===== config.mk =====
export PLATFORM = sky130hd
export DESIGN_NAME = fpadd_out_buffer
export DESIGN_NICKNAME = d
export VERILOG_FILES = /design/src/rtl/fpadd_pkg.sv /design/src/rtl/fpadd_obuf_fifo.sv /design/src/rtl/fpadd_out_buffer.sv
export SDC_FILE = /design/constraint.sdc
export NUM_CORES = 1
export LEC_CHECK = 0
export BUFFER_PORTS_ARGS = -buffer_cell sky130_fd_sc_hd__buf_2
export CELL_PAD_IN_SITES_DETAIL_PLACEMENT = 1
export CELL_PAD_IN_SITES_GLOBAL_PLACEMENT = 1
export CORE_MARGIN = 5
export CORE_UTILIZATION = 40
export DETAILED_ROUTE_END_ITERATION = 16
export PLACE_DENSITY_LB_ADDON = 0.1
export SKIP_LAST_GASP = 1
export SYNTH_ARGS = -nofsm -noshare
export SYNTH_HDL_FRONTEND = slang
export SYNTH_SLANG_ARGS = --single-unit

===== constraint.sdc =====
create_clock -name clk_i -period 3.01 [get_ports clk_i]
set_clock_uncertainty 0.1 [all_clocks]
set_input_delay 0.4515 -clock clk_i [delete_from_list [all_inputs] [get_ports clk_i]]
set_output_delay 0.4515 -clock clk_i [all_outputs]
set_load 0.02 [all_outputs]

===== src/rtl/fpadd_pkg.sv =====
// Shared FP16 field definitions, flag layout and result classifier for the
// FP16 adder output buffer.
package fpadd_pkg;

    localparam int unsigned EXP_W   = 5;
    localparam int unsigned MAN_W   = 10;
    localparam int unsigned FP_W    = 1 + EXP_W + MAN_W;
    localparam int unsigned FLG_W   = 4;
    localparam int unsigned ENTRY_W = FLG_W + FP_W;

    localparam logic [EXP_W-1:0] EXP_MAX = 5'h1F;

    // Bit positions inside a packed flag nibble {nan, inf, zero, sign}
    localparam int unsigned FLG_NAN  = 3;
    localparam int unsigned FLG_INF  = 2;
    localparam int unsigned FLG_ZERO = 1;
    localparam int unsigned FLG_SIGN = 0;

    typedef struct packed {
        logic nan;
        logic inf;
        logic zero;
        logic sign;
    } fp16_flags_t;

    // Subnormals deliberately map to no flag at all.
    function automatic fp16_flags_t fp16_classify(input logic [FP_W-1:0] v);
        fp16_flags_t        f;
        logic [EXP_W-1:0]   e;
        logic [MAN_W-1:0]   m;
        e      = v[FP_W-2:MAN_W];
        m      = v[MAN_W-1:0];
        f.nan  = (e == EXP_MAX) && (m != '0);
        f.inf  = (e == EXP_MAX) && (m == '0);
        f.zero = (e == '0) && (m == '0);
        f.sign = v[FP_W-1];
        return f;
    endfunction

endpackage


===== src/rtl/fpadd_obuf_fifo.sv =====
// Show-ahead FIFO holding classified adder results. The writer only asserts
// wr_en_i for accepted pushes, so count never leaves [0, DEPTH].
module fpadd_obuf_fifo #(
    parameter int unsigned DEPTH = 8,
    parameter int unsigned WIDTH = 20
) (
    input  logic                     clk_i,
    input  logic                     rst_ni,
    input  logic                     wr_en_i,
    input  logic [WIDTH-1:0]         wr_data_i,
    input  logic                     rd_en_i,
    output logic [WIDTH-1:0]         rd_data_o,
    output logic [$clog2(DEPTH):0]   count_o
);

    localparam int unsigned AW = $clog2(DEPTH);

    logic [WIDTH-1:0] mem_q [DEPTH];
    logic [AW-1:0]    wr_ptr_q, wr_ptr_d;
    logic [AW-1:0]    rd_ptr_q, rd_ptr_d;
    logic [AW:0]      count_q, count_d;

    // Storage array; contents need no reset because count gates visibility
    always_ff @(posedge clk_i) begin
        if (wr_en_i) begin
            mem_q[wr_ptr_q] <= wr_data_i;
        end
    end

    // Pointer and occupancy next-state; pointers wrap naturally at 2**AW
    always_comb begin
        wr_ptr_d = wr_ptr_q;
        rd_ptr_d = rd_ptr_q;
        count_d  = count_q;
        if (wr_en_i) begin
            wr_ptr_d = wr_ptr_q + 1'b1;
        end
        if (rd_en_i) begin
            rd_ptr_d = rd_ptr_q + 1'b1;
        end
        unique case ({wr_en_i, rd_en_i})
            2'b10:   count_d = count_q + 1'b1;
            2'b01:   count_d = count_q - 1'b1;
            default: count_d = count_q;
        endcase
    end

    // Pointer and occupancy registers
    always_ff @(posedge clk_i or negedge rst_ni) begin
        if (!rst_ni) begin
            wr_ptr_q <= '0;
            rd_ptr_q <= '0;
            count_q  <= '0;
        end else begin
            wr_ptr_q <= wr_ptr_d;
            rd_ptr_q <= rd_ptr_d;
            count_q  <= count_d;
        end
    end

    // Head entry, forced to zero while empty so reset shows a clean output
    always_comb begin
        rd_data_o = '0;
        if (count_q != '0) begin
            rd_data_o = mem_q[rd_ptr_q];
        end
    end

    assign count_o = count_q;

endmodule


===== src/rtl/fpadd_out_buffer.sv =====
// Result buffer behind the non-stalling 4-stage FP16 adder: tracks in-flight
// adds in a valid shadow pipeline, classifies each result, queues it, and
// grants issue credit so accepted results are never lost.
// Optional result/exception counters are built when FPADD_OBUF_STATS_EN is defined.
module fpadd_out_buffer
    import fpadd_pkg::*;
#(
    parameter int unsigned DEPTH = 8,
    parameter int unsigned LAT   = 4
) (
    input  logic                     clk_i,
    input  logic                     rst_ni,
    input  logic                     issue_valid_i,
    output logic                     issue_ok_o,
    input  logic [15:0]              res_i,
    output logic                     out_valid_o,
    input  logic                     out_ready_i,
    output logic [15:0]              out_data_o,
    output logic [3:0]               out_flags_o,
    output logic [$clog2(DEPTH):0]   count_o,
    output logic                     overflow_o
`ifdef FPADD_OBUF_STATS_EN
    ,
    output logic [15:0]              res_cnt_o,
    output logic [15:0]              exc_cnt_o
`endif
);

    localparam int unsigned CW = $clog2(DEPTH) + 1;
    localparam logic [CW-1:0] DepthCnt = CW'(DEPTH);
    localparam logic [CW:0]   DepthSum = (CW + 1)'(DEPTH);

    logic [LAT-1:0]     vld_sr_q, vld_sr_d;
    logic               overflow_q, overflow_d;
    logic [CW-1:0]      count;
    logic [CW:0]        inflight;
    logic               push, pop, push_acc;
    fp16_flags_t        res_flags;
    logic [ENTRY_W-1:0] head;

    assign push      = vld_sr_q[LAT-1];
    assign res_flags = fp16_classify(res_i);
    assign pop       = out_valid_o && out_ready_i;
    // A full FIFO still accepts when the head leaves in the same cycle
    assign push_acc  = push && ((count < DepthCnt) || pop);

    // Shadow valid pipeline and sticky overflow next-state
    always_comb begin
        vld_sr_d   = (vld_sr_q << 1) | LAT'(issue_valid_i);
        overflow_d = overflow_q;
        if (push && !push_acc) begin
            overflow_d = 1'b1;
        end
    end

    // Shadow pipeline and overflow registers
    always_ff @(posedge clk_i or negedge rst_ni) begin
        if (!rst_ni) begin
            vld_sr_q   <= '0;
            overflow_q <= 1'b0;
        end else begin
            vld_sr_q   <= vld_sr_d;
            overflow_q <= overflow_d;
        end
    end

    // Credit: occupied plus in-flight must stay below DEPTH; registers only
    always_comb begin
        inflight = '0;
        for (int i = 0; i < int'(LAT); i++) begin
            inflight = inflight + (CW + 1)'(vld_sr_q[i]);
        end
        issue_ok_o = ({1'b0, count} + inflight) < DepthSum;
    end

    fpadd_obuf_fifo #(
        .DEPTH (DEPTH),
        .WIDTH (ENTRY_W)
    ) u_fifo (
        .clk_i     (clk_i),
        .rst_ni    (rst_ni),
        .wr_en_i   (push_acc),
        .wr_data_i ({res_flags, res_i}),
        .rd_en_i   (pop),
        .rd_data_o (head),
        .count_o   (count)
    );

    assign out_valid_o = (count != '0);
    assign out_data_o  = head[FP_W-1:0];
    assign out_flags_o = head[ENTRY_W-1:FP_W];
    assign count_o     = count;
    assign overflow_o  = overflow_q;

`ifdef FPADD_OBUF_STATS_EN
    logic [15:0] res_cnt_q, res_cnt_d;
    logic [15:0] exc_cnt_q, exc_cnt_d;

    // Saturating counters of accepted pushes and of accepted NaN/Inf results
    always_comb begin
        res_cnt_d = res_cnt_q;
        exc_cnt_d = exc_cnt_q;
        if (push_acc && (res_cnt_q != 16'hFFFF)) begin
            res_cnt_d = res_cnt_q + 16'd1;
        end
        if (push_acc && (res_flags.nan || res_flags.inf) && (exc_cnt_q != 16'hFFFF)) begin
            exc_cnt_d = exc_cnt_q + 16'd1;
        end
    end

    // Statistics registers
    always_ff @(posedge clk_i or negedge rst_ni) begin
        if (!rst_ni) begin
            res_cnt_q <= '0;
            exc_cnt_q <= '0;
        end else begin
            res_cnt_q <= res_cnt_d;
            exc_cnt_q <= exc_cnt_d;
        end
    end

    assign res_cnt_o = res_cnt_q;
    assign exc_cnt_o = exc_cnt_q;
`endif

endmodule

==> metrics <==
outcome=finished clean; global-route wire length before repair=roughly 23 mm; GRT overflow=0; number of placement rows=47; Leak Pwr=a little under 3 nW; TritonCTS Sinks=between 150 and 200; minimum period implied by the final worst setup slack=about 2.8 ns; die width=about 140 um; Cells after Synth=370; share of the core filled with cells in the final layout=0.484; unrepaired setup endpoints after global routing=false; minimum setup slack after placement=about 0.47 ns; TritonRoute pass-1 iters=4; share of cells above drive strength 1=0.282; final count of negative-setup-slack endpoints=0; smallest hold slack=between 0.03 and 0.04 ns; top-level port count=47; detailed-route via count=3572; max-capacitance violation count=0; vertical extent of the die=140 um; HP Class=in -> reg; leading cell types in the layout, fill and taps excluded=edfxtp_1, mux2i_1, buf_2, a221o_1; total standard cell area after synthesis=between 6000 and 7000 um2; number of routed nets with antenna violations=0; worst-case clock buffer depth=2; summed negative setup slack over all endpoints=0 ns; Critical Path Fanout Max=5; PnR worst setup slack=0.175 ns; relative max-transition margin=0.591; antenna fix cells=0; peak per-stage delay on the critical path=0.56 ns; critical-path cell list=fa_1, ha_1, a21o_1, a21o_1, a21oi_1, buf_2; count of yosys warnings during synthesis=0; Worst Setup EP=issue_ok_o; reg-to-reg slack, setup=roughly 0.49 ns; number of non-filler instances in the completed layout=670; DRC viols=0; pwr/cell area=about 1100 nW/um2; worst r2r path cells=10; number of unique standard cell types used by synthesis=36; CORE AREA=16600 um2; count of final max-slew check failures=0; Critical Path AT=roughly 2.3 ns; Register Area=~4900 um2; Least-Margin Pin Slew=roughly 0.61 ns; Filler cells=around 1600; end of the worst register-to-register path=u_fifo.count_o[2]$_DFFE_PN0P_; number of H-tree levels=4; CTS clk-pin slew, worst paths=~0.060 ns; hold violation count in the final report=0; Period Utilization, post-route=0.942; final HPWL from detailed placement=around 9 mm; critical path launch point=vld_sr_q[3]$_DFF_PN0_; buffer type at the clock tree root=clkbuf_16; Async S/R FF share, synth=0.0898; Avg WL per Cell=between 20 and 25 um; post-synthesis register bit count=167; WS Path Type=reg -> out; crit path max-delay cell type=fa_1; initial standard-cell utilization of the core=0.408; port bufs=46; endpoint class of the critical path=primary output; maximum number of pins on one net before global-route repair=27; antenna violations before repair=0; Crit Reg-Reg Startpoint=u_fifo.count_o[3]$_DFFE_PN0P_; sequential element share of the synthesized area=0.731; TritonCTS clock tree=done; wirelength, routed=between 10 and 15 mm; vias per cell=between 5 and 6; growth of design area from synthesis to finish=18.6%; number of instances in the placed design=approximately 640; starting DRC count in detailed routing=265; CP required=~2.5 ns; number of enable flip-flop cells after synthesis=around 150; number of global-route vias before repair=about 3900; Synth Flop Type=edfxtp_1; Die Footprint=around 20000 um2; maximum clock frequency=353 MHz; most frequent cell on the critical path=a21o_1; Critical Path Source Type=flip-flop; IR drop worst, VDD=0.453 mV; final layout net count=between 400 and 500; total global-route track usage=0.157; area occupied by multi-input gates=~1700 um2; most common cell after layout, fill and taps aside=edfxtp_1; latest clock arrival within the worst-skew pair=between 0.4 and 0.5 ns; Num CTS Buffers=17; number of nets in the synthesized netlist=398; mean post-synth cell area=around 18 um2; final weighted congestion of routability-driven global placement=around 0.67
-- flip-flops by register name, summed over array words and instances (netlist names) --
name	count
u_fifo.count_o	4
overflow_o	1
u_fifo.rd_ptr_q	3
u_fifo.mem_q	152
vld_sr_q	4
u_fifo.wr_ptr_q	3
-- worst max-delay path, delay by kind of cell (launching register included) --
family / cells / cell delay, ns
fa+ha+maj: 2 / 0.78
flops: 1 / 0.46
compound gates: 3 / 0.45
buf+inv: 1 / 0.17
-- worst min-delay path by stage --
stage                     startpoint                     end  slack [ns]  depth (start not counted)
6_report               issue_valid_i   vld_sr_q[0]$_DFF_PN0_        0.03                          1
2_1_floorplan                 rst_ni  overflow_o$_DFFE_PN0P_        0.06                          0
4_1_cts                issue_valid_i   vld_sr_q[0]$_DFF_PN0_        0.02                          1
3_5_place_dp   vld_sr_q[2]$_DFF_PN0_   vld_sr_q[3]$_DFF_PN0_        0.28                          0
5_1_grt                issue_valid_i   vld_sr_q[0]$_DFF_PN0_        0.01                          1
3_3_place_gp   vld_sr_q[2]$_DFF_PN0_   vld_sr_q[3]$_DFF_PN0_        0.26                          0
-- metal layers --
layer,up-vias,GRT usage,routed length (um)
li1,1633,-,-
met1,1869,0.210,6700
met2,57,0.255,7400
met3,13,0.0368,477
met4,0,0.0505,165
met5,-,0,0
-- cells by family (layout without fill, tap and decap cells) --
group / after synthesis / in the layout / share of synthesized area
adders and majority gates: 8 / 8 / 0.0159
xor gates and xnor gates: 9 / 9 / 0.0117
and+or+nand+nor: 40 / 40 / 0.0324
DFF: 167 / 167 / 0.731
buffers and inverters: 22 / 102 / 0.0226
AOI/OAI and AO/OA: 45 / 45 / 0.0685
muxes: 79 / 79 / 0.118
-- cells in the mapped netlist, drive strengths merged (4+ instances only) --
cell,n,area share
buf,19,0.021
nand3,4,0.0030
ha,7,0.013
mux2i,76,0.11
xor2,6,0.0078
nor2,10,0.0056
nor2b,4,0.0037
a221oi,19,0.034
edfxtp,152,0.68
nand2,6,0.0033
a221o,19,0.028
nor3,4,0.0030
dfrtp,15,0.056
-- power breakdown --
part / internal, mW / switching [mW]
combinational: 1.20 / 1.74
clock: 1.48 / 0.895
sequential: 2.88 / 0.239
total: 5.56 / 2.88
-- layout make-up --
type | count | area share
Clock inverter | 15 | 0.0279
Sequential cell | 167 | 0.616
Multi-Input combinational cell | 181 | 0.212
Inverter | 2 | 0.000936
Timing Repair Buffer | 68 | 0.0552
Clock buffer | 17 | 0.0531
Tap cell | 220 | 0.0343
-- through the flow --
step / power [mW] / instance area (um2)
6_report: 8.44 / 8020
5_1_grt: 8.89 / 8020
4_1_cts: 8.58 / 8020
3_5_place_dp: 6.15 / 7340
3_3_place_gp: 6.08 / 7340
2_1_floorplan: 5.18 / 6760
-- repair_timing --
item,in CTS,in global routing
resized for setup,0,2
pin swaps,0,0
setup buffers,1,0
endpoints found under the setup margin,1,10
hold buffers,1,0
hold endpoints to repair,15,0
Power figures use the tool's default switching activity.
